$ cat src/rtl/raiz_map_pkg.sv
// Register map of the raiz peripheral and the bus-master state encoding.
// Shared by raiz_bus_master and raiz_poll_timer.
package raiz_map_pkg;

  localparam int RAIZ_ADDR_W = 5;

  localparam logic [RAIZ_ADDR_W-1:0] A_OPA  = 5'h04;
  localparam logic [RAIZ_ADDR_W-1:0] A_INIT = 5'h08;
  localparam logic [RAIZ_ADDR_W-1:0] A_RES  = 5'h0C;
  localparam logic [RAIZ_ADDR_W-1:0] A_DONE = 5'h10;

  localparam int DONE_BIT = 0;

  localparam logic [3:0] ENC_IDLE         = 4'd0;
  localparam logic [3:0] ENC_WR_CLR       = 4'd1;
  localparam logic [3:0] ENC_WR_OPA       = 4'd2;
  localparam logic [3:0] ENC_WR_INIT      = 4'd3;
  localparam logic [3:0] ENC_RD_DONE_REQ  = 4'd4;
  localparam logic [3:0] ENC_RD_DONE_WAIT = 4'd5;
  localparam logic [3:0] ENC_RD_RES_REQ   = 4'd6;
  localparam logic [3:0] ENC_RD_RES_WAIT  = 4'd7;
  localparam logic [3:0] ENC_WR_FIN       = 4'd8;

  typedef enum logic [3:0] {
    ST_IDLE         = ENC_IDLE,
    ST_WR_CLR       = ENC_WR_CLR,
    ST_WR_OPA       = ENC_WR_OPA,
    ST_WR_INIT      = ENC_WR_INIT,
    ST_RD_DONE_REQ  = ENC_RD_DONE_REQ,
    ST_RD_DONE_WAIT = ENC_RD_DONE_WAIT,
    ST_RD_RES_REQ   = ENC_RD_RES_REQ,
    ST_RD_RES_WAIT  = ENC_RD_RES_WAIT,
    ST_WR_FIN       = ENC_WR_FIN
  } raiz_mst_state_t;

endpackage

$ cat src/rtl/raiz_poll_timer.sv
// Counts DONE polls that came back 0; o_last flags that the next such poll
// exhausts the TIMEOUT_POLLS budget.
module raiz_poll_timer #(
  parameter int TIMEOUT_POLLS = 1024
) (
  input  logic i_clk,
  input  logic i_rst,
  input  logic i_clr,
  input  logic i_inc,
  output logic o_last
);

  localparam int CNT_W = $clog2(TIMEOUT_POLLS + 1);

  logic [CNT_W-1:0] r_cnt;

  always_ff @(posedge i_clk) begin
    if (i_rst || i_clr) begin
      r_cnt <= '0;
    end else if (i_inc) begin
      r_cnt <= r_cnt + 1'b1;
    end
  end

  assign o_last = (r_cnt == CNT_W'(TIMEOUT_POLLS - 1));

endmodule

$ cat src/rtl/raiz_bus_master.sv
// Bus initiator running one square-root job on the raiz peripheral.
// Optional DONE-poll timeout is compiled in with RAIZ_MST_TIMEOUT_EN.
module raiz_bus_master
  import raiz_map_pkg::*;
#(
  parameter int DATA_W        = 16,
  parameter int ADDR_W        = 5,
  parameter int TIMEOUT_POLLS = 1024
) (
  input  logic              CLK,
  input  logic              reset,
  input  logic              start,
  input  logic [DATA_W-1:0] operand,
  output logic              busy,
  output logic              done,
  output logic [DATA_W-1:0] result,
  output logic              err,
  output logic              bus_cs,
  output logic [ADDR_W-1:0] bus_addr,
  output logic              bus_rd,
  output logic              bus_wr,
  output logic [DATA_W-1:0] bus_wdata,
  input  logic [DATA_W-1:0] bus_rdata
);

  if (TIMEOUT_POLLS < 1) begin : g_bad_cfg
    $error("raiz_bus_master: TIMEOUT_POLLS must be at least 1");
  end

  raiz_mst_state_t   r_state;
  raiz_mst_state_t   w_state_nx;
  logic              r_busy;
  logic              r_done;
  logic              r_cs;
  logic              r_rd;
  logic              r_wr;
  logic [ADDR_W-1:0] r_addr;
  logic [DATA_W-1:0] r_wdata;
  logic [DATA_W-1:0] r_result;
  logic [DATA_W-1:0] r_opnd;

  logic              w_busy;
  logic              w_done;
  logic              w_cs;
  logic              w_rd;
  logic              w_wr;
  logic [ADDR_W-1:0] w_addr;
  logic [DATA_W-1:0] w_wdata;
  logic [DATA_W-1:0] w_result;
  logic              w_accept;
  logic              w_done_seen;
  logic              w_timeout;

  assign w_accept    = (r_state == ST_IDLE) && start;
  assign w_done_seen = bus_rdata[DONE_BIT];

`ifdef RAIZ_MST_TIMEOUT_EN
  logic r_err;
  logic w_err;
  logic w_timer_clr;
  logic w_timer_inc;
  logic w_timer_last;

  // Counter restarts on the WR_INIT -> RD_DONE_REQ entry only, so the
  // re-polls of one job accumulate against the same budget.
  assign w_timer_clr = (r_state == ST_WR_INIT);
  assign w_timer_inc = (r_state == ST_RD_DONE_WAIT) && !w_done_seen;
  assign w_timeout   = w_timer_last;

  raiz_poll_timer #(
    .TIMEOUT_POLLS (TIMEOUT_POLLS)
  ) u_poll_timer (
    .i_clk  (CLK),
    .i_rst  (reset),
    .i_clr  (w_timer_clr),
    .i_inc  (w_timer_inc),
    .o_last (w_timer_last)
  );

  always_comb begin
    w_err = r_err;
    if (w_accept) begin
      w_err = 1'b0;
    end else if ((r_state == ST_RD_DONE_WAIT) && !w_done_seen && w_timeout) begin
      w_err = 1'b1;
    end
  end

  always_ff @(posedge CLK) begin
    if (reset) begin
      r_err <= 1'b0;
    end else begin
      r_err <= w_err;
    end
  end

  assign err = r_err;
`else
  assign w_timeout = 1'b0;
  assign err       = 1'b0;
`endif

  // Next-state logic
  always_comb begin
    w_state_nx = r_state;
    w_result   = r_result;
    case (r_state)
      ST_IDLE:         if (start) w_state_nx = ST_WR_CLR;
      ST_WR_CLR:       w_state_nx = ST_WR_OPA;
      ST_WR_OPA:       w_state_nx = ST_WR_INIT;
      ST_WR_INIT:      w_state_nx = ST_RD_DONE_REQ;
      ST_RD_DONE_REQ:  w_state_nx = ST_RD_DONE_WAIT;
      ST_RD_DONE_WAIT: begin
        if (w_done_seen) begin
          w_state_nx = ST_RD_RES_REQ;
        end else if (w_timeout) begin
          w_state_nx = ST_WR_FIN;
        end else begin
          w_state_nx = ST_RD_DONE_REQ;
        end
      end
      ST_RD_RES_REQ:   w_state_nx = ST_RD_RES_WAIT;
      ST_RD_RES_WAIT: begin
        w_state_nx = ST_WR_FIN;
        w_result   = bus_rdata;
      end
      ST_WR_FIN:       w_state_nx = ST_IDLE;
      default:         w_state_nx = ST_IDLE;
    endcase
  end

  // Bus outputs are decoded from the next state so they are registered
  // yet line up with the state they belong to.
  always_comb begin
    w_cs    = 1'b0;
    w_rd    = 1'b0;
    w_wr    = 1'b0;
    w_addr  = r_addr;
    w_wdata = r_wdata;
    case (w_state_nx)
      ST_WR_CLR, ST_WR_FIN: begin
        w_cs    = 1'b1;
        w_wr    = 1'b1;
        w_addr  = ADDR_W'(A_INIT);
        w_wdata = '0;
      end
      ST_WR_OPA: begin
        w_cs    = 1'b1;
        w_wr    = 1'b1;
        w_addr  = ADDR_W'(A_OPA);
        w_wdata = r_opnd;
      end
      ST_WR_INIT: begin
        w_cs    = 1'b1;
        w_wr    = 1'b1;
        w_addr  = ADDR_W'(A_INIT);
        w_wdata = DATA_W'(1);
      end
      ST_RD_DONE_REQ: begin
        w_cs   = 1'b1;
        w_rd   = 1'b1;
        w_addr = ADDR_W'(A_DONE);
      end
      ST_RD_RES_REQ: begin
        w_cs   = 1'b1;
        w_rd   = 1'b1;
        w_addr = ADDR_W'(A_RES);
      end
      default: begin
        w_cs = 1'b0;
      end
    endcase
    w_busy = (w_state_nx != ST_IDLE);
    w_done = (r_state == ST_WR_FIN);
  end

  always_ff @(posedge CLK) begin
    if (reset) begin
      r_state  <= ST_IDLE;
      r_busy   <= 1'b0;
      r_done   <= 1'b0;
      r_cs     <= 1'b0;
      r_rd     <= 1'b0;
      r_wr     <= 1'b0;
      r_addr   <= '0;
      r_wdata  <= '0;
      r_result <= '0;
    end else begin
      r_state  <= w_state_nx;
      r_busy   <= w_busy;
      r_done   <= w_done;
      r_cs     <= w_cs;
      r_rd     <= w_rd;
      r_wr     <= w_wr;
      r_addr   <= w_addr;
      r_wdata  <= w_wdata;
      r_result <= w_result;
    end
  end

  // Operand is plain data: only meaningful after an accepted start.
  always_ff @(posedge CLK) begin
    if (w_accept) begin
      r_opnd <= operand;
    end
  end

  assign busy      = r_busy;
  assign done      = r_done;
  assign result    = r_result;
  assign bus_cs    = r_cs;
  assign bus_rd    = r_rd;
  assign bus_wr    = r_wr;
  assign bus_addr  = r_addr;
  assign bus_wdata = r_wdata;

endmodule
$ cat config.mk
export PLATFORM = sky130hd
export DESIGN_NAME = raiz_bus_master
export DESIGN_NICKNAME = d
export VERILOG_FILES = /design/src/rtl/raiz_map_pkg.sv /design/src/rtl/raiz_poll_timer.sv /design/src/rtl/raiz_bus_master.sv
export SDC_FILE = /design/constraint.sdc
export NUM_CORES = 1
export LEC_CHECK = 0
export BUFFER_PORTS_ARGS = -buffer_cell sky130_fd_sc_hd__buf_2
export CAP_MARGIN = 10
export CORE_MARGIN = 10
export CORE_UTILIZATION = 40
export CTS_CLUSTER_SIZE = 40
export DETAILED_ROUTE_END_ITERATION = 12
export HOLD_SLACK_MARGIN = 0.03
export PLACE_DENSITY = 0.65
export SYNTH_ARGS = -nofsm -noshare
export SYNTH_HDL_FRONTEND = slang
export SYNTH_SLANG_ARGS = --single-unit
$ cat constraint.sdc
create_clock -name CLK -period 2.55 [get_ports CLK]
set_input_delay 0.3825 -clock CLK [delete_from_list [all_inputs] [get_ports CLK]]
set_output_delay 0.3825 -clock CLK [all_outputs]
set_load 0.005 [all_outputs]
==> flow_summary.toml, run 1 <==
[routing]
iteration_0_drc_markers = 89
viasPerCell = 4.79
number_of_remaining_drc_errors = 0
routed_wire_length_per_instance_um = 14.5
wl_mm = 5.34
top_layer = "met4"
drt.antenna.violating_nets = 0
drtPass1Iterations = 4
wl_met1_mm = 2.32
wl_met3_um = 487
met2RoutedLength_mm = 2.43
vias = 1757

[run_status]
outcome = "complete, no violations"

[sta]
fmax_ghz = 0.587
rsz_0062_raised_after_global_routing = "false"
count_of_final_max_slew_check_failures = 0
worst_max_slew_pin_slew_ns = 0.642
slew-limit-headroom = 0.571
finalSetupTns_ns = 0
hold-worst-slack_ns = 0.228
hold_viol_final = 0
post-route-worst-setup-slack_ns = 0.845
finalCritPeriodShare = 0.668
fin_crit_ns = 1.70
finalClockSkew_ns = 0.0103
timing.final.setup_violations = 0

[global_routing]
grt_remaining_overflow = 0
global_route_wire_length_before_repair_mm = 8.54
maximum_number_of_pins_on_one_net_before_global_route_repair = 19
vias_in_the_first_global_route = 1742
globalRouteTotalUtil = 0.122
antenna_violations_before_repair = 0

[clocking]
cts_setup_buffers = 0
cts-htree-levels = 3
cts-root-buf = "clkbuf_8"
ctsLongestPathBuffers = 2
cts_tree = "yes"
cts.clk_slew.worst_paths_ns = 0.07
cts_inserted_buffers = 9
cts-hold-fix-buffers = 0
cts.sink_count = 60
clock_insertion_delay_worst_skew_ns = 0.33
post_cts_resize_count = 0

[floorplan]
initial_cell_density_of_the_core = 0.413
io_pins = 78
coreArea_um2 = 5510
die_area_um2 = 9110
num_rows = 27
chipHeight_um = 95.4
die_w_um = 95.4

[setup_path]
crit_path_max_incr_delay_ns = 0.65
start_kind = "register"
critical_path.top_delay_family = "compound AO/OA/AOI/OAI gates"
slowest_stage_cell_cp = "dfxtp_1"
r2r.worst_path.cells = 3
critPathKind = "register to register"
cp_cell_sequence = "nand3b_1 > o2111a_2 > o21ai_0"
timing.critical_path.buf_inv = 0
timing.critical_path.depth = 3
worst_path_fanout_max = 16
setup.worst_path.end_class = "register"
crit_required_ns = 2.75
critical_path_arrival_ns = 1.90

[placement]
place.port_buffers = 74
dpl.cell_count = 351
routabilityCongestion = 0.737
hpwl_mm = 3.80
place_worst_setup_slack_ns = 0.760
placedInstanceArea_um2 = 2630

[finish]
fin_cells = 367
syn_to_final_growth_pct = 24.7
num_antenna_cells = 0
finalNetCount = 325
drive_above_1_share = 0.369
final_util = 0.515
finish.instance_area_um2 = 2840
fillCellCount = 532

[job]
maxCapViolations = 0

[hold_path]
holdPathStages = 1
hold_path.class = "primary input to register"

[logic_synthesis]
synth.largest_area_cell = "dfxtp_1"
synth_cell_types = 39
synthDominantCellAreaShare = 0.387
yosys_warnings = 0
ys_top_cells_by_area = "dfxtp_1 (39%), edfxtp_1 (21%), nand2_1 (8.2%)"
syn_area_per_cell_um2 = 10.4
synthesis.area_um2 = 2280
synth.yosys.seq_area_share = 0.598
ys_seq_elements = 60
synth_cells = 218

[power]
power.density_nw_per_um2 = 750
cellLeakagePower_nw = 1.21
report.power.total_mw = 2.13
ir_worst_vdd_uv = 368
==> per-layer routing <==
| layer | up-vias | GRT usage |
|---|---|---|
| li1 | 891 | - |
| met1 | 809 | 0.140 |
| met2 | 49 | 0.182 |
| met3 | 8 | 0.0613 |
| met4 | 0 | 0.0676 |
| met5 | - | 0 |
==> sequential cells by signal, indices dropped and copies added, names as in the netlist <==
register and count:
bus_addr 3, r_opnd 16, r_state 4, bus_wdata 16, bus_cs 1, bus_rd 1, done 1, busy 1
bus_wr 1, result 16
==> cell usage after synthesis, drive strengths merged <==
cell	instances
clkinv	1
and3	2
xor2	1
a221oi	1
nor2b	3
nand3	15
nand4b	1
nor4	1
a21o	1
buf	16
clkbuf	2
conb	1
o21ba	2
o2bb2ai	1
a32o	1
o21ai	17
nand2	50
o2111a	1
nand2b	2
or3b	1
nor3b	1
edfxtp	16
and4b	1
a2111oi	1
a211oi	1
or3	1
a21oi	18
inv	3
o211ai	1
dfxtp	44
nand3b	2
nor3	6
nor2	3
==> path summary, 6_finish.rpt <==
check | from | slack (ns) | to
max | r_state[2] | 0.85 | bus_wdata[4]
min | operand[14] | 0.23 | r_opnd[14]
max reg2reg | r_state[2] | 0.85 | bus_wdata[4]
min reg2reg | result[11] | 0.45 | result[11]
==> worst register-to-register path, delay by kind of cell (launching register included) <==
family / cells / cell delay [ns]
DFF: 1 / 0.65
and+or+nand+nor: 1 / 0.23
AOI/OAI and AO/OA: 2 / 0.69
==> final cells by class <==
cell class	instances	area (um^2)	share of cell area
timing repair buffer	77	393	0.138
multi-input combinational	138	772	0.272
tap	72	90.1	0.0317
clock inverter	6	78.8	0.0278
clock buffer	10	128	0.0450
sequential	60	1360	0.480
inverter	4	15.0	0.00529
==> report_power, final <==
| group | leakage [nW] | switching (mW) | internal, mW |
|---|---|---|---|
| combinational | 0.592 | 0.105 | 0.0776 |
| clock | 0.107 | 0.346 | 0.542 |
| sequential | 0.510 | 0.0280 | 1.03 |
==> logic make-up after synthesis <==
| family | count (synthesis) | synth area share |
|---|---|---|
| AO/OA/AOI/OAI | 45 | 0.137 |
| AND/OR/NAND/NOR | 89 | 0.191 |
| XOR/XNOR | 1 | 0.00385 |
| flip-flops | 60 | 0.598 |
| other | 1 | 0.00165 |
| buffers and inverters | 22 | 0.0682 |
==> cells in the final DEF (no fill, tap or decap), types with 3 or more instances in the layout <==
cell type	n
nand3_1	15
buf_4	3
nand2_1	50
clkinv_2	3
a21oi_1	18
dfxtp_1	44
conb_1	3
o21ai_0	7
nor2b_1	3
inv_1	3
o21ai_2	9
edfxtp_1	16
nor3_1	5
buf_2	74
clkbuf_8	9
nor2_1	3
Note: power is estimated with default switching activity, not from simulation.
==> run 2, diff against run 1 <==
--- a/config.mk
+++ b/config.mk
@@ -12,7 +12,7 @@
 export CTS_CLUSTER_SIZE = 40
 export DETAILED_ROUTE_END_ITERATION = 12
 export HOLD_SLACK_MARGIN = 0.03
-export PLACE_DENSITY = 0.65
+export PLACE_DENSITY = 0.62
 export SYNTH_ARGS = -nofsm -noshare
 export SYNTH_HDL_FRONTEND = slang
 export SYNTH_SLANG_ARGS = --single-unit
==> constraint.sdc (replaced) <==
create_clock -name CLK -period 1.7 [get_ports CLK]
set_input_delay 0.255 -clock CLK [delete_from_list [all_inputs] [get_ports CLK]]
set_output_delay 0.255 -clock CLK [all_outputs]
set_load 0.005 [all_outputs]
==> run 2 against run 1 <==
Register-to-register slack got worse by 0.56 ns; setup slack got worse by 0.56 ns; clock skew decreased by 0.0040 ns; global-route usage decreased by 0.81 points; hold slack got worse by 0.13 ns; non-clock buffer count increased by 6; clock-buffer cell count increased by 1; first-iteration DRC count decreased by 2.2%; critical path type unchanged; critical endpoint is now bus_wdata[5]; largest power group unchanged.
==> flow_summary.toml, run 2 (same netlist as run 1, synthesis figures left out) <==
[power]
cellLeakagePower_nw = 1.26
ir_worst_vdd_uv = 456
power.density_nw_per_um2 = 1140

[setup_path]
critPathKind = "register to register"
setup.worst_path.end_class = "register"
crit_path_max_incr_delay_ns = 0.64
slowest_stage_cell_cp = "dfxtp_1"
critical_path_arrival_ns = 1.67
crit_required_ns = 1.95
start_kind = "register"
worst_path_fanout_max = 16
cp_cell_sequence = "inv_1 > o2111a_2 > buf_12 > o21ai_0"

[clocking]
cts-hold-fix-buffers = 0
cts_inserted_buffers = 9
cts-root-buf = "clkbuf_8"
cts_setup_buffers = 0
clock_insertion_delay_worst_skew_ns = 0.33
post_cts_resize_count = 0
cts_tree = "yes"
cts-htree-levels = 3
ctsLongestPathBuffers = 2
cts.clk_slew.worst_paths_ns = 0.07
cts.sink_count = 60

[sta]
finalCritPeriodShare = 0.832
hold_viol_final = 0
rsz_0062_raised_after_global_routing = "false"
fin_crit_ns = 1.41
timing.final.setup_violations = 0
finalClockSkew_ns = 0.00631
count_of_final_max_slew_check_failures = 0
slew-limit-headroom = 0.552
fmax_ghz = 0.707
worst_max_slew_pin_slew_ns = 0.669

[routing]
drt.antenna.violating_nets = 0
vias = 1755
number_of_remaining_drc_errors = 0
viasPerCell = 4.71
wl_mm = 5.28
routed_wire_length_per_instance_um = 14.2
iteration_0_drc_markers = 87
drtPass1Iterations = 4

[floorplan]
die_area_um2 = 9110
initial_cell_density_of_the_core = 0.413
die_w_um = 95.4
io_pins = 78
chipHeight_um = 95.4
num_rows = 27
coreArea_um2 = 5510

[placement]
dpl.cell_count = 357
place.port_buffers = 74
routabilityCongestion = 0.715
placedInstanceArea_um2 = 2710
hpwl_mm = 3.70

[global_routing]
maximum_number_of_pins_on_one_net_before_global_route_repair = 26
grt_remaining_overflow = 0
global_route_wire_length_before_repair_mm = 8.01
vias_in_the_first_global_route = 1647
globalRouteTotalUtil = 0.114
grtUsageMet2 = 0.174
use_met3 = 0.0408
grt_use_met1 = 0.137
top_usage_layer = "met2"
antenna_violations_before_repair = 0

[finish]
fin_cells = 373
final_cell_mix = "buf_2 (74), nand2_1 (50), dfxtp_1 (43)"
drive_above_1_share = 0.389
finalNetCount = 331
layout.cells.most_common = "buf_2"
finish.instance_area_um2 = 2930
syn_to_final_growth_pct = 28.9
num_antenna_cells = 0

[run_status]
outcome = "complete, no violations"

[job]
maxCapViolations = 0

[hold_path]
hold_path.class = "primary input to register"
-- run 2: cell types whose count changed in the layout (fill, tap and decap cells not counted) --
cell      previous run  this run
clkbuf_1             1         0
buf_4                3         7
buf_12               0         2
nor3b_2              1         0
dfxtp_2              0         1
dfxtp_1             44        43
nor3b_4              0         1
clkinv_2             3         2
clkbuf_8             9        11
-- run 2: per-layer routing --
layer  up-vias  wire [um]
met4         0         80
met3         9        343
met5         -          0
met1       800       2360
li1        905          -
met2        41       2500
-- run 2: through the flow --
stage	setup WS, ns	power (mW)	utilization	hold slack [ns]	TNS, ns
global placement	0.295	1.93	0.492	0.432	0
global route	0.130	3.49	0.533	0.0822	0
floorplan	-0.0538	1.80	-	0.354	-0.861
CTS	0.284	3.38	0.533	0.0825	0
finish	0.285	3.35	0.533	0.0956	0
detailed placement	0.291	1.93	0.492	0.433	0
-- run 2: cell type report --
type | count | area, um^2
clock buffer | 11 | 151
clock inverter | 5 | 73.8
fill | 528 | 2570
inverter | 4 | 15.0
multi-input combinational | 138 | 778
sequential | 60 | 1360
tap | 72 | 90.1
timing repair buffer | 83 | 463
-- run 2: final timing paths --
path         slack, ns        from  cells after the start            to
max               0.29  r_state[3]                      4  bus_wdata[5]
max reg2reg       0.29  r_state[3]                      4  bus_wdata[5]
min                0.1  operand[4]                      1     r_opnd[4]
min reg2reg       0.45  result[11]                      2    result[11]
-- run 2: critical path, delay by kind of cell (launching register included) --
family,cells,cell delay [ns]
flip-flops,1,0.64
buffers and inverters,2,0.33
AO/OA/AOI/OAI,2,0.37
-- run 2: power by group --
part / switching [mW] / internal, mW
combinational: 0.181 / 0.147
clock: 0.551 / 0.896
sequential: 0.0243 / 1.55
total: 0.756 / 2.59
==> run 3, diff against run 2 <==
==> constraint.sdc (replaced) <==
create_clock -name CLK -period 1.4 [get_ports CLK]
set_input_delay 0.21 -clock CLK [delete_from_list [all_inputs] [get_ports CLK]]
set_output_delay 0.21 -clock CLK [all_outputs]
set_load 0.005 [all_outputs]
==> run 3 against run 2 <==
Wire length up 2.2%; sequential power up 22%; the flow now finishes with violations (negative setup slack); power up 6.4%; clock skew down 0.00062 ns; hold slack worse by 0.036 ns; fmax up 0.79%; setup slack worse by 0.29 ns.
==> flow_summary.toml, run 3 (same netlist as run 1, synthesis figures left out) <==
[run_status]
violated_checks = "negative setup slack"
outcome = "finished, violations left"

[clocking]
clock_insertion_delay_worst_skew_ns = 0.32
cts.clk_slew.worst_paths_ns = 0.06
cts-htree-levels = 3
cts.sink_count = 60
cts_tree = "yes"
cts-hold-fix-buffers = 0
cts-root-buf = "clkbuf_8"
cts_inserted_buffers = 9
ctsLongestPathBuffers = 2

[sta]
timing.final.setup_violations = 9
rsz_0062_raised_after_global_routing = "true"
finalCritPeriodShare = 1.00
fin_crit_ns = 1.40
fmax_ghz = 0.713
finalClockSkew_ns = 0.00569
post-route-worst-setup-slack_ns = -0.00345
count_of_final_max_slew_check_failures = 0
hold_viol_final = 0

[hold_path]
hold_path.class = "primary input to register"

[setup_path]
setup.worst_path.end_class = "register"
critPathKind = "register to register"
critical_path_arrival_ns = 1.44
timing.reg2reg.setup_slack_ns = -0.003
worst_path_fanout_max = 16
start_kind = "register"
crit_required_ns = 1.43

[routing]
routed_wire_length_per_instance_um = 14.3
viasPerCell = 4.68
number_of_remaining_drc_errors = 0
drtPass1Iterations = 4
vias = 1769
drt.antenna.violating_nets = 0
wl_mm = 5.40
iteration_0_drc_markers = 82

[placement]
place_worst_setup_slack_ns = 0.00344
dpl.cell_count = 363
hpwl_mm = 3.86
place.port_buffers = 74
routabilityCongestion = 0.735

[floorplan]
chipHeight_um = 95.4
coreArea_um2 = 5510
die_w_um = 95.4
io_pins = 78
num_rows = 27
die_area_um2 = 9110
initial_cell_density_of_the_core = 0.413

[finish]
layout.cells.most_common = "buf_2"
finalNetCount = 337
fillCellCount = 528
num_antenna_cells = 0
final_cell_mix = "buf_2 (74), nand2_1 (50), dfxtp_1 (43)"
syn_to_final_growth_pct = 28.2
drive_above_1_share = 0.389
fin_cells = 378

[global_routing]
vias_in_the_first_global_route = 1694
maximum_number_of_pins_on_one_net_before_global_route_repair = 18
antenna_violations_before_repair = 0
global_route_wire_length_before_repair_mm = 8.35
grt_remaining_overflow = 0
globalRouteTotalUtil = 0.120

[power]
ir_worst_vdd_uv = 657
power.density_nw_per_um2 = 1220
cellLeakagePower_nw = 1.25

[job]
maxCapViolations = 0
run 3: worst max-delay path, cell delays in order, from the launching register on:
cell,delay (ns)
dfxtp_2,0.32
or3_4,0.39
nor3b_4,0.22
buf_12,0.18
run 3: layout make-up:
class | instances | area [um^2] | share of cell area
multi-input combinational | 138 | 781 | 0.268
inverter | 4 | 15.0 | 0.00515
tap | 72 | 90.1 | 0.0309
clock buffer | 11 | 131 | 0.0450
sequential | 60 | 1360 | 0.467
clock inverter | 4 | 17.5 | 0.00600
timing repair buffer | 89 | 520 | 0.178
run 3: through the flow:
stage	TNS, ns	hold WS (ns)	util	area [um^2]	total power [mW]
after global routing	-0.691	0.0362	0.530	2920	3.74
final	-0.0218	0.0600	0.530	2920	3.56
after floorplan	-5.66	0.309	-	2300	2.19
after CTS	-0.124	0.0436	0.529	2920	3.61
after global placement	0	0.387	0.502	2770	2.37
after detailed placement	0	0.388	0.502	2770	2.37
run 3: per-layer routing:
metal | vias up | GRT usage | routed length, um
met5 | - | 0 | 0
met4 | 0 | 0.0737 | 85
met3 | 8 | 0.0440 | 345
met2 | 43 | 0.184 | 2620
met1 | 807 | 0.142 | 2350
li1 | 911 | - | -
run 3: final timing paths:
kind | endpoint | startpoint | cells past startpoint
setup / recovery | r_opnd[4] | r_state[2] | 3
hold / removal | r_opnd[11] | operand[11] | 1
setup reg to reg | r_opnd[4] | r_state[2] | 3
hold reg to reg | result[5] | result[5] | 2
run 3: repair_timing:
action                     in CTS  in global routing
setup endpoints to repair      16                 23
gates resized for setup         0                  1
pin swaps                       0                  1
buffers inserted                0                  0
run 3: report_power, final:
part           total (mW)  switching, mW  internal, mW
Sequential           1.91         0.0298          1.88
Clock                1.23          0.615         0.615
Combinational       0.423          0.226         0.197
Total                3.56          0.871          2.69
